### src/rtl/data_mem_arbiter_if.sv
`default_nettype none
// ============================================================================
// Module      : data_mem_arbiter_if
// Description : Requester and memory-side bundle for the data memory arbiter.
// Revision    : 1.0 - initial release
// ============================================================================
interface data_mem_arbiter_if #(
   parameter int DATA_W = 8,
   parameter int ADDR_W = 8
);
   logic              req0,  req1;
   logic              we0,   we1;
   logic [ADDR_W-1:0] addr0, addr1;
   logic [DATA_W-1:0] wdata0, wdata1;
   logic              gnt0,  gnt1;
   logic [DATA_W-1:0] rdata0, rdata1;
   logic              rvalid0, rvalid1;
   logic              mem_write;
   logic [ADDR_W-1:0] mem_addr;
   logic [DATA_W-1:0] mem_wdata;
   logic [DATA_W-1:0] mem_rdata;

   modport slave (
      input  req0, req1, we0, we1, addr0, addr1, wdata0, wdata1, mem_rdata,
      output gnt0, gnt1, rdata0, rdata1, rvalid0, rvalid1,
             mem_write, mem_addr, mem_wdata
   );

   modport master (
      output req0, req1, we0, we1, addr0, addr1, wdata0, wdata1, mem_rdata,
      input  gnt0, gnt1, rdata0, rdata1, rvalid0, rvalid1,
             mem_write, mem_addr, mem_wdata
   );
endinterface
`default_nettype wire

### src/rtl/data_mem_arbiter.sv
`default_nettype none
// ============================================================================
// Module      : data_mem_arbiter
// Description : Round-robin, burst-bounded arbiter for a single-port data memory.
// Revision    : 1.0 - initial release
// ============================================================================
module data_mem_arbiter #(
   parameter int DATA_W    = 8,
   parameter int ADDR_W    = 8,
   parameter int MAX_BURST = 4
) (
   input  logic               clock,
   input  logic               reset_n,
   data_mem_arbiter_if.slave  bus
);
   localparam int CNT_W = $clog2(MAX_BURST) + 1;
   localparam logic [CNT_W-1:0] LAST_BEAT = CNT_W'(MAX_BURST - 1);

   typedef enum logic [1:0] {
      IDLE = 2'd0,
      OWN0 = 2'd1,
      OWN1 = 2'd2
   } state_t;

   state_t            state_q,  state_d;
   logic              prio_q,   prio_d;
   logic [CNT_W-1:0]  cnt_q,    cnt_d;
   logic [DATA_W-1:0] rdata0_q, rdata0_d;
   logic [DATA_W-1:0] rdata1_q, rdata1_d;
   logic              rvalid0_q, rvalid0_d;
   logic              rvalid1_q, rvalid1_d;

   logic              gnt0, gnt1;
   logic              own_is1, own_gnt, oth_req;
   logic [ADDR_W-1:0] addr_mux;
   logic [DATA_W-1:0] wdata_mux;

   // Grants are gated by reset so an in-flight beat never reaches memory.
   always_comb begin
      gnt0      = reset_n && (state_q == OWN0) && bus.req0;
      gnt1      = reset_n && (state_q == OWN1) && bus.req1;
      addr_mux  = '0;
      wdata_mux = '0;
      if (reset_n && state_q == OWN0) begin
         addr_mux  = bus.addr0;
         wdata_mux = bus.wdata0;
      end else if (reset_n && state_q == OWN1) begin
         addr_mux  = bus.addr1;
         wdata_mux = bus.wdata1;
      end
   end

   assign bus.gnt0      = gnt0;
   assign bus.gnt1      = gnt1;
   assign bus.mem_write = (gnt0 && bus.we0) || (gnt1 && bus.we1);
   assign bus.mem_addr  = addr_mux;
   assign bus.mem_wdata = wdata_mux;
   assign bus.rdata0    = rdata0_q;
   assign bus.rdata1    = rdata1_q;
   assign bus.rvalid0   = rvalid0_q;
   assign bus.rvalid1   = rvalid1_q;

   always_comb begin
      state_d   = state_q;
      prio_d    = prio_q;
      cnt_d     = cnt_q;
      rdata0_d  = rdata0_q;
      rdata1_d  = rdata1_q;
      rvalid0_d = 1'b0;
      rvalid1_d = 1'b0;
      own_is1   = (state_q == OWN1);
      own_gnt   = own_is1 ? gnt1 : gnt0;
      oth_req   = own_is1 ? bus.req0 : bus.req1;

      case (state_q)
         IDLE: begin
            cnt_d = '0;
            if (bus.req0 && bus.req1) begin
               state_d = prio_q ? OWN1 : OWN0;
            end else if (bus.req0) begin
               state_d = OWN0;
            end else if (bus.req1) begin
               state_d = OWN1;
            end
         end
         OWN0, OWN1: begin
            if (own_gnt) begin
               if (cnt_q == LAST_BEAT && oth_req) begin
                  state_d = own_is1 ? OWN0 : OWN1;
                  cnt_d   = '0;
                  prio_d  = ~own_is1;
               end else if (cnt_q != LAST_BEAT) begin
                  cnt_d = cnt_q + CNT_W'(1);
               end
            end else if (oth_req) begin
               state_d = own_is1 ? OWN0 : OWN1;
               cnt_d   = '0;
               prio_d  = ~own_is1;
            end else begin
               state_d = IDLE;
               cnt_d   = '0;
               prio_d  = ~own_is1;
            end
         end
         default: begin
            state_d = IDLE;
            cnt_d   = '0;
         end
      endcase

      if (gnt0 && !bus.we0) begin
         rdata0_d  = bus.mem_rdata;
         rvalid0_d = 1'b1;
      end
      if (gnt1 && !bus.we1) begin
         rdata1_d  = bus.mem_rdata;
         rvalid1_d = 1'b1;
      end
   end

   always_ff @(posedge clock) begin
      if (!reset_n) begin
         state_q   <= IDLE;
         prio_q    <= 1'b0;
         cnt_q     <= '0;
         rdata0_q  <= '0;
         rdata1_q  <= '0;
         rvalid0_q <= 1'b0;
         rvalid1_q <= 1'b0;
      end else begin
         state_q   <= state_d;
         prio_q    <= prio_d;
         cnt_q     <= cnt_d;
         rdata0_q  <= rdata0_d;
         rdata1_q  <= rdata1_d;
         rvalid0_q <= rvalid0_d;
         rvalid1_q <= rvalid1_d;
      end
   end
endmodule
`default_nettype wire

### src/flat_wrapper.sv
// flat-port wrapper written by rule: the top's interface ports become plain ports
module data_mem_arbiter_flat 
#(
   parameter int DATA_W    = 8,
   parameter int ADDR_W    = 8,
   parameter int MAX_BURST = 4
)
  (clock, reset_n, bus_req0, bus_req1, bus_we0, bus_we1, bus_addr0, bus_addr1, bus_wdata0, bus_wdata1, bus_mem_rdata, bus_gnt0, bus_gnt1, bus_rdata0, bus_rdata1, bus_rvalid0, bus_rvalid1, bus_mem_write, bus_mem_addr, bus_mem_wdata);
  data_mem_arbiter_if #(.DATA_W(DATA_W), .ADDR_W(ADDR_W)) bus_i ();
  input  logic clock;
  input  logic reset_n;
  input wire logic [$bits(bus_i.req0)-1:0] bus_req0;
  input wire logic [$bits(bus_i.req1)-1:0] bus_req1;
  input wire logic [$bits(bus_i.we0)-1:0] bus_we0;
  input wire logic [$bits(bus_i.we1)-1:0] bus_we1;
  input wire logic [$bits(bus_i.addr0)-1:0] bus_addr0;
  input wire logic [$bits(bus_i.addr1)-1:0] bus_addr1;
  input wire logic [$bits(bus_i.wdata0)-1:0] bus_wdata0;
  input wire logic [$bits(bus_i.wdata1)-1:0] bus_wdata1;
  input wire logic [$bits(bus_i.mem_rdata)-1:0] bus_mem_rdata;
  output wire logic [$bits(bus_i.gnt0)-1:0] bus_gnt0;
  output wire logic [$bits(bus_i.gnt1)-1:0] bus_gnt1;
  output wire logic [$bits(bus_i.rdata0)-1:0] bus_rdata0;
  output wire logic [$bits(bus_i.rdata1)-1:0] bus_rdata1;
  output wire logic [$bits(bus_i.rvalid0)-1:0] bus_rvalid0;
  output wire logic [$bits(bus_i.rvalid1)-1:0] bus_rvalid1;
  output wire logic [$bits(bus_i.mem_write)-1:0] bus_mem_write;
  output wire logic [$bits(bus_i.mem_addr)-1:0] bus_mem_addr;
  output wire logic [$bits(bus_i.mem_wdata)-1:0] bus_mem_wdata;
  assign bus_i.req0 = bus_req0;
  assign bus_i.req1 = bus_req1;
  assign bus_i.we0 = bus_we0;
  assign bus_i.we1 = bus_we1;
  assign bus_i.addr0 = bus_addr0;
  assign bus_i.addr1 = bus_addr1;
  assign bus_i.wdata0 = bus_wdata0;
  assign bus_i.wdata1 = bus_wdata1;
  assign bus_i.mem_rdata = bus_mem_rdata;
  assign bus_gnt0 = bus_i.gnt0;
  assign bus_gnt1 = bus_i.gnt1;
  assign bus_rdata0 = bus_i.rdata0;
  assign bus_rdata1 = bus_i.rdata1;
  assign bus_rvalid0 = bus_i.rvalid0;
  assign bus_rvalid1 = bus_i.rvalid1;
  assign bus_mem_write = bus_i.mem_write;
  assign bus_mem_addr = bus_i.mem_addr;
  assign bus_mem_wdata = bus_i.mem_wdata;
  data_mem_arbiter #(.DATA_W(DATA_W), .ADDR_W(ADDR_W), .MAX_BURST(MAX_BURST)) u_core (.clock(clock), .reset_n(reset_n), .bus(bus_i));
endmodule
### config.mk
export PLATFORM = sky130hd
export DESIGN_NAME = data_mem_arbiter_flat
export DESIGN_NICKNAME = d
export VERILOG_FILES = /design/src/rtl/data_mem_arbiter_if.sv /design/src/rtl/data_mem_arbiter.sv /design/src/flat_wrapper.sv
export SDC_FILE = /design/constraint.sdc
export NUM_CORES = 1
export LEC_CHECK = 0
export CORE_MARGIN = 4
export CORE_UTILIZATION = 38
export CTS_CLUSTER_SIZE = 8
export DETAILED_ROUTE_END_ITERATION = 8
export PLACE_DENSITY = 0.93
export SLEW_MARGIN = 10
export SYNTH_ARGS = -nofsm -noshare
export SYNTH_HDL_FRONTEND = slang
export SYNTH_SLANG_ARGS = --single-unit
### constraint.sdc
create_clock -name clock -period 2.9 [get_ports clock]
set_input_delay 0.58 -clock clock [delete_from_list [all_inputs] [get_ports clock]]
set_output_delay 0.58 -clock clock [all_outputs]
set_load 0.05 [all_outputs]
# Yosys cells after proc, flatten, opt, wreduce, memory -nomap -nowiden
# Cells that the tools add are included.
dict set report totals {
  reg_bits 24
  input_bits 46
}
dict set report classes {
  add_sub_neg 1
  n_reduce_logical 18
  mux 19
  eq_ne 7
  bitwise_logic 4
}
# operator count
set ops {}
lappend ops {{$mux 8} 4}
lappend ops {{$mux 2} 8}
lappend ops {{$logic_and 1x1->1} 10}
lappend ops {{$mux 1} 6}
lappend ops {{$ne 4x3->1 const B} 1}
lappend ops {{$not 1->1} 4}
lappend ops {{$pmux 2 s2} 1}
lappend ops {{$reduce_and 2->1} 2}
lappend ops {{$reduce_or 4->1} 1}
lappend ops {{$add 3x1->3 const B} 1}
lappend ops {{$eq 3x2->1 const B} 1}
lappend ops {{$ne 3x2->1 const B} 1}
lappend ops {{$ne 3x3->1 const B} 1}
lappend ops {{$eq 2x1->1 const B} 1}
lappend ops {{$eq 2x2->1 const B} 1}
lappend ops {{$logic_not 1->1} 2}
lappend ops {{$logic_not 2->1} 1}
lappend ops {{$ne 2x2->1 const B} 1}
lappend ops {{$reduce_or 2->1} 1}
lappend ops {{$logic_or 1x1->1} 1}

# Depth between registers and ports, before layout
# Gate-level depths: netlist of run 1.
dict set report logic_depth {
  ltp_word 6
  mapped_depth 8
  depth_no_buf 7
}

# Least setup slack after synthesis of run 1
# No wires, ideal clock.
dict set report synth_path {
  kind {flip-flop to output port}
  start {register u_core.state_q[0]}
  end {output port bus_mem_addr[0]}
  slack_ps 551
  required_ps 2320
  arrival_time_ps 1769
  path_stages_with_launch 7
  path_cell_list {dfxtp_1 -> inv_1 -> ha_1 -> nand2_1 -> nor2_1 -> clkbuf_1 -> a22o_1}
}
dict set report synth_via {
  elab_chain_cells 4
}
# item line
set synth_rtl {}
lappend synth_rtl {{start: declaration} data_mem_arbiter.sv:25} ;# state_t state_q, state_d;
lappend synth_rtl {{start signal: assignment} data_mem_arbiter.sv:131} ;# state_q <= state_d;
lappend synth_rtl {{$eq 2x2->1} data_mem_arbiter.sv:47} ;# end else if (reset_n && state_q == OWN1) begin
lappend synth_rtl {{$logic_and 1x1->1} data_mem_arbiter.sv:47}
lappend synth_rtl {{$mux 8} data_mem_arbiter.sv:47}
lappend synth_rtl {{$mux 8 (*)} data_mem_arbiter.sv:44} ;# if (reset_n && state_q == OWN0) begin
lappend synth_rtl {{end: declaration} flat_wrapper.sv:28} ;# output wire logic [$bits(bus_i.mem_addr)-1:0] bus_mem_addr;
# Mark *: on every way between the ends. The rest lies on a longest branch, timed or not.

# Final worst setup path of run 1
dict set report layout_path {
  start {input port reset_n}
  end {output port bus_mem_wdata[0]}
}
dict set report layout_via {
  elab_chain_cells 3
}
# item line
set layout_rtl {}
lappend layout_rtl {{start: declaration} flat_wrapper.sv:11} ;# input logic reset_n;
lappend layout_rtl {{$logic_and 1x1->1} data_mem_arbiter.sv:47}
lappend layout_rtl {{$mux 8} data_mem_arbiter.sv:47}
lappend layout_rtl {{$mux 8 (*)} data_mem_arbiter.sv:44}
lappend layout_rtl {{end: declaration} flat_wrapper.sv:29} ;# output wire logic [$bits(bus_i.mem_wdata)-1:0] bus_mem_wdata;
# Marks and branches as above.

==> results of run 1 <==
## cells in the final DEF, fill, tap and decap left out, types with 3 or more instances in the layout
master / count
clkdlybuf4s50_1: 63
nand2_1: 33
dfxtp_1: 24
a21oi_1: 20
a22o_1: 18
buf_12: 18
inv_1: 7
ha_1: 7
nor2_1: 6
clkbuf_4: 3
## worst max-delay path, stage by stage
cell             delay (ps)
clkdlybuf4s50_1         580
and2_1                  520
a22o_1                  300
buf_12                  150
## synth_stat cells
cell type / count / area share
a21boi_0: 1 / 0.0062
a31o_1: 2 / 0.014
inv_2: 1 / 0.0031
nand3_1: 1 / 0.0041
a32oi_1: 1 / 0.0072
nand4b_1: 1 / 0.0072
xor2_1: 1 / 0.0072
and2_1: 2 / 0.010
buf_2: 2 / 0.0082
a221o_1: 1 / 0.0082
clkinv_1: 1 / 0.0031
nand2_1: 33 / 0.10
or3_1: 1 / 0.0052
a21oi_1: 20 / 0.082
a22o_1: 18 / 0.13
or2_2: 1 / 0.0052
nor2_1: 6 / 0.019
inv_1: 7 / 0.022
o31ai_1: 1 / 0.0062
a311oi_1: 1 / 0.0072
dfxtp_1: 24 / 0.40
mux2i_1: 1 / 0.0082
nand4_1: 1 / 0.0052
ha_1: 7 / 0.072
a211oi_1: 2 / 0.012
clkbuf_1: 6 / 0.019
mux2_4: 1 / 0.012
and3_1: 1 / 0.0052
nand2b_1: 1 / 0.0052
o32ai_1: 1 / 0.0072
## worst max path at each step
stage,from,endpoint
finish,reset_n,bus_mem_wdata[0]
CTS,reset_n,bus_mem_wdata[0]
global route,reset_n,bus_mem_addr[4]
detailed placement,reset_n,bus_mem_wdata[0]
floorplan,u_core.state_q[0],bus_mem_addr[0]
global placement,reset_n,bus_mem_wdata[0]
## layout make-up
cell class | instances | area share
clock buffers | 3 | 0.00981
clock inverters | 1 | 0.0131
inverters | 9 | 0.0147
multi-input cells | 106 | 0.291
flip-flops and latches | 24 | 0.209
well taps | 44 | 0.0240
repair buffers | 83 | 0.438
## through the flow
step            util  power [W]  worst slack [ps]
4_1_cts        0.752    0.00126               190
6_report       0.752    0.00125               190
5_1_grt        0.752    0.00132               112
2_1_floorplan      -   0.000719               551
3_3_place_gp   0.734    0.00101               225
3_5_place_dp   0.734    0.00102               192
## metal layers
layer	share of wire	global-route usage	up-vias	wire length, µm
li1	-	-	677	-
met1	0.36	0.185	643	1360
met2	0.50	0.354	87	1880
met3	0.11	0.0780	12	431
met4	0.030	0.0792	0	114
met5	0	0	-	0
## registers in the layout (all words and copies together), names as in the netlist
signal and flops:
u_core.prio_q 1, u_core.cnt_q 3, u_core.state_q 2, u_core.bus.rvalid0 1, u_core.bus.rdata0 8, u_core.bus.rdata1 8
u_core.bus.rvalid1 1
## where the power goes
| part | internal (W) | total (W) | switching, W |
|---|---|---|---|
| sequential | 0.000352 | 0.000367 | 0.0000149 |
| combinational | 0.000302 | 0.000646 | 0.000344 |
| clock | 0.000140 | 0.000236 | 0.0000963 |
| total | 0.000794 | 0.00125 | 0.000455 |
## cells by family (layout without fill, tap and decap cells)
group,count (synthesis),count (layout),share of synthesized area
AO/OA/AOI/OAI,48,48,0.281
XOR/XNOR,1,1,0.00722
adder cells (fa/ha/maj),7,7,0.0722
buffers and inverters,17,96,0.0546
flip-flops,24,24,0.396
multiplexers,2,2,0.0206
AND/OR/NAND/NOR,48,48,0.168
==> impl_metrics.csv, run 1 <==
group,metric,value,unit
power_and_ir_drop,powerDensity,544,mW/mm²
clock_network,postCtsSetupBuffers,0,
clock_network,path_clk_slew,130,ps
status,status,"complete, no violations",
grt,grt_antenna_before_repair,0,
floorplanning,rows,20,
drt,postRouteAntennaNets,0,
layout,multi_input_area,667,µm²
synthesis,syn_nets,200,
sta,max_freq,369,MHz
layout,finalInstanceArea,0.00229,mm²
sta,fin_skew,7.59,ps
floorplanning,core_area,0.00305,mm²
sta,period_share,0.935,
clock_network,clock_tree.root_cell,"clkbuf_4",
floorplanning,die_area,0.00416,mm²
synthesis,ys_types,30,
clock_network,cts_num_sinks,24,
flow_run,cap_violations,0,
placed_design,placed_cell_area,0.00224,mm²
synthesis,yosysWarnings,0,
sta,hold_viol,0,
worst_setup_path,r2r_end,"u_core.state_q[1]",
worst_hold_path,hp-class,"flip-flop to flip-flop",
sta,slew_headroom,0.594,
synthesis,synth_area,0.00121,mm²
worst_setup_path,crit_path_end_kind,"output pin",
placed_design,post-place-cells,266,
floorplanning,io_pins,83,
worst_setup_path,arrival,2130,ps
clock_network,clockBufferDepth,2,
drt,drtIter0Drc,93,
drt,routedWlPerCell,14.0,µm
synthesis,yosysSeqAreaShare,0.396,
worst_hold_path,worstHoldPathCells,2,
worst_setup_path,timing.rr.start,"u_core.state_q[0]",
layout,n_fill_cell,229,
grt,first_global_vias,1467,
sta,worst_pin_slew,609,ps
worst_setup_path,required,2320,ps
sta,hold_ws,464,ps
sta,setup_tns,0,ps
placed_design,gp_congestion,0.849,
clock_network,clk_latency,310,ps
power_and_ir_drop,peakVddDrop,305,µV
worst_hold_path,holdCritStartpoint,"u_core.bus.rdata1[3]",
worst_setup_path,r2r_setup_slack,910,ps
drt,route.detailed.drc,0,
layout,stdcell_count,270,
worst_setup_path,worst-setup-path-type,"primary input to output pin",
drt,wirelength,3780,µm
layout,drive_gt1_frac,0.119,
power_and_ir_drop,power.static_leakage,0.882,nW
synthesis,synthCells,147,
layout,n_antenna_cell,0,
drt,vias,1419,
layout,final_net_count,280,
floorplanning,die_h,64.5,µm
clock_network,cts_hold_buf,0,
grt,grt_first_pass_wirelength,6270,µm
sta,final.min_clock_period,2710,ps
synthesis,postSynthAreaPerCell,8.26,µm²
floorplanning,fp.dieW,64.5,µm
placed_design,port_buffers,82,
worst_setup_path,ff2ff_path_depth,6,
drt,vias_per_cell,5.26,
synthesis,synth_seq_cells,24,
placed_design,dp_hpwl,3180,µm
sta,final_max_slew_viol_count,0,
layout,seqCellArea,480,µm²
grt,grt_usage,0.191,
layout,area_growth,89.1,%
clock_network,numCtsBuffers,3,
grt,grt_remaining_overflow,0,
clock_network,cts_resized,0,
clock_network,cts.htree.levels,1,
worst_setup_path,cp-start-kind,"primary input",
worst_setup_path,cp_max_fo,17,
worst_hold_path,worstHoldEndpoint,"u_core.bus.rdata1[3]",
clock_network,cts_tree,"done",
drt,drtPass1Iterations,5,
sta,rsz0062_at_grt,"false",
floorplanning,initial_utilization,0.398,
sta,setup-violations-final,0,
grt,grt_max_degree,21,
Note: power is estimated with default switching activity, not from simulation.
==> run 2: changes to the inputs <==
--- a/config.mk
+++ b/config.mk
@@ -6,10 +6,10 @@
 export NUM_CORES = 1
 export LEC_CHECK = 0
 export CORE_MARGIN = 4
-export CORE_UTILIZATION = 38
+export CORE_UTILIZATION = 30
 export CTS_CLUSTER_SIZE = 8
 export DETAILED_ROUTE_END_ITERATION = 8
-export PLACE_DENSITY = 0.93
+export PLACE_DENSITY = 0.77
 export SLEW_MARGIN = 10
 export SYNTH_ARGS = -nofsm -noshare
 export SYNTH_HDL_FRONTEND = slang
==> run 2 against run 1 <==
Compared with the run above:
- sequential power is essentially flat
- first-iteration DRC count fell by 18%
- routed wire length is 7.6% higher
- sequential cell count unchanged
- fmax increased by 7.6%
- total power grew 5.1%
- setup slack improved by 190 ps
- clock-buffer cell count is the same
- global-route usage is 3.6 points lower
- combinational power grew 2%
- via count is 2.7% lower
==> impl_metrics.csv, run 2 (same netlist as run 1, synthesis figures left out) <==
group,metric,value,unit
worst_setup_path,required,2320,ps
sta,setup-violations-final,0,
layout,n_fill_cell,325,
grt,grt_remaining_overflow,0,
worst_setup_path,critPathTopFamily,"buffers and inverters",
floorplanning,initial_utilization,0.322,
flow_run,cap_violations,0,
power_and_ir_drop,powerDensity,563,mW/mm²
layout,final_cell_mix,"clkdlybuf4s50_1 (63), nand2_1 (33), dfxtp_1 (24)",
floorplanning,fp.dieW,71.6,µm
clock_network,cts.htree.levels,1,
power_and_ir_drop,power.static_leakage,0.901,nW
status,status,"complete, no violations",
layout,drive_gt1_frac,0.127,
worst_setup_path,arrival,1940,ps
floorplanning,die_h,71.6,µm
placed_design,port_buffers,82,
floorplanning,rows,22,
grt,grt_first_pass_wirelength,6400,µm
sta,fin_skew,3.67,ps
layout,final_common_cell,"clkdlybuf4s50_1",
drt,vias_per_cell,5.00,
drt,wirelength,4070,µm
floorplanning,core_area,0.00377,mm²
drt,routedWlPerCell,14.7,µm
floorplanning,die_area,0.00513,mm²
layout,area_growth,92.3,%
layout,final_net_count,282,
sta,max_freq,397,MHz
worst_setup_path,worst-setup-path-type,"primary input to output pin",
drt,postRouteAntennaNets,0,
sta,final_max_slew_viol_count,0,
floorplanning,io_pins,83,
worst_setup_path,max_stage_delay,570,ps
clock_network,cts_tree,"done",
layout,n_antenna_cell,0,
sta,hold_ws,456,ps
drt,vias,1381,
clock_network,clk_latency,260,ps
worst_setup_path,path_buf_inv,3,
grt,grt_antenna_before_repair,0,
clock_network,cts_resized,0,
sta,period_share,0.868,
power_and_ir_drop,peakVddDrop,314,µV
sta,worst_pin_slew,596,ps
placed_design,dp_hpwl,3320,µm
placed_design,gp_congestion,0.922,
sta,slew_headroom,0.603,
sta,rsz0062_at_grt,"false",
worst_setup_path,crit_path_end_kind,"output pin",
clock_network,clockBufferDepth,2,
worst_setup_path,crit_chain,"clkdlybuf4s50_1 -> nand2_1 -> nor2_1 -> buf_4 -> a22o_1 -> buf_12",
worst_hold_path,hp-class,"flip-flop to flip-flop",
clock_network,clock_tree.root_cell,"clkbuf_8",
clock_network,numCtsBuffers,3,
sta,final.min_clock_period,2520,ps
grt,grt_max_degree,21,
sta,hold_viol,0,
worst_setup_path,cp_max_fo,16,
clock_network,postCtsSetupBuffers,0,
worst_setup_path,worst_path_max_delay_cell,"clkdlybuf4s50_1",
clock_network,cts_num_sinks,24,
sta,setup_tns,0,ps
clock_network,path_clk_slew,80,ps
clock_network,cts_hold_buf,0,
drt,drtPass1Iterations,4,
worst_setup_path,cp-start-kind,"primary input",
grt,first_global_vias,1393,
drt,route.detailed.drc,0,
grt,grt_usage,0.155,
drt,drtIter0Drc,76,
==> run 2: cell types whose count changed in the layout (fill, tap and decap cells not counted) <==
cell | previous run | this run
buf_4 | 2 | 4
clkbuf_4 | 3 | 0
clkbuf_8 | 0 | 3
==> run 2: layer usage <==
layer  up-vias  GRT usage  part of all wire
met5         -          0                 0
met4         0     0.0251            0.0079
met3         6     0.0645              0.10
met2        70      0.270              0.50
met1       624      0.178              0.39
li1        681          -                 -
==> run 2: layout make-up <==
class	instances	area [µm²]	share of cell area
clock buffer	3	41.3	0.0177
clock inverter	1	30.0	0.0129
multi-input combinational	106	667	0.286
timing repair buffer	85	1020	0.438
inverter	9	33.8	0.0145
sequential	24	480	0.206
tap	48	60.1	0.0257
==> run 2: path summary, 6_finish.rpt <==
path,startpoint,to,slack [ps],cells past startpoint
worst min-delay path,u_core.bus.rdata1[0],u_core.bus.rdata1[0],460,2
worst max register to register,u_core.state_q[0],u_core.state_q[1],920,6
worst max-delay path,reset_n,bus_mem_wdata[5],380,6
worst min register to register,u_core.bus.rdata1[0],u_core.bus.rdata1[0],460,2
==> run 2: power breakdown <==
group | internal (W) | leakage [nW] | switching, W
registers | 0.000352 | 0.194 | 0.0000144
clock network | 0.000184 | 0.0357 | 0.000103
logic | 0.000306 | 0.671 | 0.000353
==> run 2: worst min-delay path: stages, from the launching register on <==
cell and delay [ps]:
dfxtp_1 310, nand2_1 50, a21oi_1 50
==> run 2: through the flow <==
stage               std cells  power, W  area (µm²)  setup WS [ps]  utilization
floorplan                 147  0.000719        1210            551            -
global placement          272   0.00102        2260            434        0.600
CTS                       276   0.00132        2330            391        0.619
global route              276   0.00137        2330            286        0.619
finish                    276   0.00131        2330            382        0.619
detailed placement        272   0.00103        2260            389        0.600
==> run 3: changes to the inputs <==
--- a/config.mk
+++ b/config.mk
@@ -5,11 +5,12 @@
 export SDC_FILE = /design/constraint.sdc
 export NUM_CORES = 1
 export LEC_CHECK = 0
+export ABC_AREA = 1
 export CORE_MARGIN = 4
 export CORE_UTILIZATION = 30
 export CTS_CLUSTER_SIZE = 8
 export DETAILED_ROUTE_END_ITERATION = 8
-export PLACE_DENSITY = 0.77
+export PLACE_DENSITY = 0.74
 export SLEW_MARGIN = 10
 export SYNTH_ARGS = -nofsm -noshare
 export SYNTH_HDL_FRONTEND = slang
==> run 3 against run 2 <==
Compared with the run above:
- die area is 11% higher
- setup slack worse by 78 ps
- sequential power rose by 6.3%
- register-to-register slack improved by 280 ps
- global-route usage barely moved
- critical path depth down 2
- critical path type unchanged
- critical endpoint is now bus_mem_wdata[3]
==> impl_metrics.csv, run 3 <==
group,metric,value,unit
sta,setup_tns,0,ps
power_and_ir_drop,powerDensity,660,mW/mm²
drt,drtPass1Iterations,4,
clock_network,clk_latency,260,ps
worst_hold_path,hp-class,"flip-flop to flip-flop",
worst_hold_path,worstHoldPathCells,2,
synthesis,synth_edf_count,0,
worst_setup_path,worst-setup-path-type,"primary input to output pin",
synthesis,ys_types,20,
placed_design,port_buffers,82,
placed_design,gp_congestion,0.825,
layout,final_net_count,336,
clock_network,clockBufferDepth,2,
drt,routedWlPerCell,12.8,µm
placed_design,dp_hpwl,3450,µm
grt,grt_max_degree,38,
layout,area_growth,83.5,%
floorplanning,die_h,75.3,µm
sta,period_share,0.895,
clock_network,clock_tree.root_cell,"clkbuf_8",
layout,drive_gt1_frac,0.131,
floorplanning,initial_utilization,0.310,
worst_setup_path,required,2320,ps
power_and_ir_drop,p_sw,0.000697,W
grt,met1_usage,0.197,
clock_network,cts_num_sinks,24,
clock_network,path_clk_slew,80,ps
synthesis,syn_nets,255,
clock_network,cts_tree,"done",
flow_run,cap_violations,0,
clock_network,postCtsSetupBuffers,0,
synthesis,synth_ff_type,"dfxtp_1",
sta,max_freq,385,MHz
synthesis,ys_top_cells_by_area,"dfxtp_1 (35%), o21ai_0 (12%), nor2_1 (10%)",
grt,grt_util_met2,0.256,
layout,final_cell_mix,"clkdlybuf4s50_1 (63), nor2_1 (37), nand2_1 (33)",
synthesis,synthTopCellsByCount,"nor2_1 (37), nand2_1 (33), o21ai_0 (32)",
worst_setup_path,arrival,2020,ps
synthesis,synth_area,0.00136,mm²
power_and_ir_drop,power.static_leakage,1.07,nW
worst_setup_path,crit_chain,"clkdlybuf4s50_1 -> nand2_1 -> o21ai_0 -> buf_12",
placed_design,post-place-cells,330,
synthesis,synth_top_area_frac,0.354,
grt,grt_remaining_overflow,0,
power_and_ir_drop,swShare,0.424,
floorplanning,fp.dieW,75.3,µm
worst_setup_path,worst_path_max_delay_cell,"clkdlybuf4s50_1",
synthesis,synth_seq_cells,24,
drt,vias,1588,
drt,route.detailed.drc,0,
clock_network,numCtsBuffers,3,
synthesis,yosysWarnings,0,
sta,final.setup.worst_slack,304,ps
layout,stdcell_count,334,
synthesis,synthCells,202,
worst_setup_path,max_stage_delay,520,ps
grt,grt_usage,0.155,
power_and_ir_drop,p_int,0.000949,W
power_and_ir_drop,seq_power_share,0.237,
power_and_ir_drop,pwr-share-comb,0.586,
floorplanning,io_pins,83,
power_and_ir_drop,pwr-share-clk,0.177,
drt,vias_per_cell,4.75,
sta,final.min_clock_period,2600,ps
power_and_ir_drop,peakVddDrop,354,µV
sta,worst_pin_slew,527,ps
floorplanning,die_area,0.00567,mm²
grt,grt_antenna_before_repair,0,
synthesis,postSynthAreaPerCell,6.73,µm²
status,status,"complete, no violations",
worst_setup_path,cp_max_fo,16,
synthesis,yosysSeqAreaShare,0.354,
grt,grt_util_met3,0.0646,
grt,grt_first_pass_wirelength,6960,µm
layout,n_antenna_cell,0,
drt,drtIter0Drc,53,
drt,wirelength,4260,µm
sta,setup-violations-final,0,
floorplanning,core_area,0.00438,mm²
worst_setup_path,crit_path_end_kind,"output pin",
grt,top_usage_layer,"met2",
synthesis,yosysMostFrequentCell,"nor2_1",
sta,rsz0062_at_grt,"false",
synthesis,synth_area_leader_cell,"dfxtp_1",
worst_setup_path,ff2ff_path_depth,8,
sta,hold_viol,0,
clock_network,cts_hold_buf,0,
placed_design,post-place-ws,291,ps
synthesis,ys_async_sr_fraction,0,
clock_network,cts_resized,0,
floorplanning,rows,24,
sta,fin_skew,1.89,ps
drt,postRouteAntennaNets,0,
clock_network,cts.htree.levels,1,
worst_setup_path,cp-start-kind,"primary input",
sta,final_max_slew_viol_count,0,
sta,slew_headroom,0.648,
layout,final_common_cell,"clkdlybuf4s50_1",
grt,first_global_vias,1585,
-- run 3: cell count changes after synthesis, moves of 3 or more --
cell and change:
nor2_1 +31, nand3_1 +22, o21ai_0 +32, a22o_1 -17
inv_1 +8, nor2_2 +3, nand2_2 +4, a21oi_1 -15
-- run 3: worst max-delay path, delay by kind of cell --
kind	cells	cell delay, ps
buffers and inverters	2	710
AO/OA/AOI/OAI	1	430
AND/OR/NAND/NOR	1	290
-- run 3: logic make-up after synthesis --
group | count (synthesis) | share of synthesized area
compound gates | 38 | 0.143
simple gates | 106 | 0.354
xor+xnor | 1 | 0.00645
flops | 24 | 0.354
buf+inv | 26 | 0.0792
fa+ha+maj | 7 | 0.0645
-- run 3: layer usage --
layer | vias to the layer above | wire length, µm | part of all wire
met5 | - | 0 | 0
met4 | 0 | 25 | 0.0059
met3 | 4 | 292 | 0.068
met2 | 39 | 2170 | 0.51
met1 | 728 | 1780 | 0.42
li1 | 817 | - | -
-- run 3: worst paths after layout --
path,start,slack [ps],to
setup / recovery,reset_n,300,bus_mem_wdata[3]
hold reg to reg,u_core.cnt_q[1],480,u_core.cnt_q[1]
setup reg to reg,u_core.state_q[1],1200,u_core.bus.rdata0[4]
hold / removal,u_core.cnt_q[1],480,u_core.cnt_q[1]
-- run 3: area by class of cell --
class,count,area [µm²]
Fill cell,421,1890
Timing Repair Buffer,84,1040
Multi-Input combinational cell,152,771
Sequential cell,24,480
Inverter,18,67.6
Tap cell,52,65.1
Clock buffer,3,41.3
Clock inverter,1,30.0
-- run 3: through the flow --
stage	cell area, µm²	hold WS, ps	power, W	utilization
global route	2490	497	0.00175	0.569
global placement	2420	457	0.00136	0.553
floorplan	1360	447	0.000956	-
detailed placement	2420	467	0.00137	0.553
finish	2490	476	0.00165	0.569
CTS	2490	479	0.00166	0.569
-- run 3: power by group through the flow --
stage | registers, W | logic [W] | clock network, W
floorplan | 0.000443 | 0.000513 | 0
finish | 0.000390 | 0.000964 | 0.000292
global route | 0.000395 | 0.00104 | 0.000310
detailed placement | 0.000398 | 0.000968 | 0
global placement | 0.000396 | 0.000959 | 0
CTS | 0.000391 | 0.000973 | 0.000298
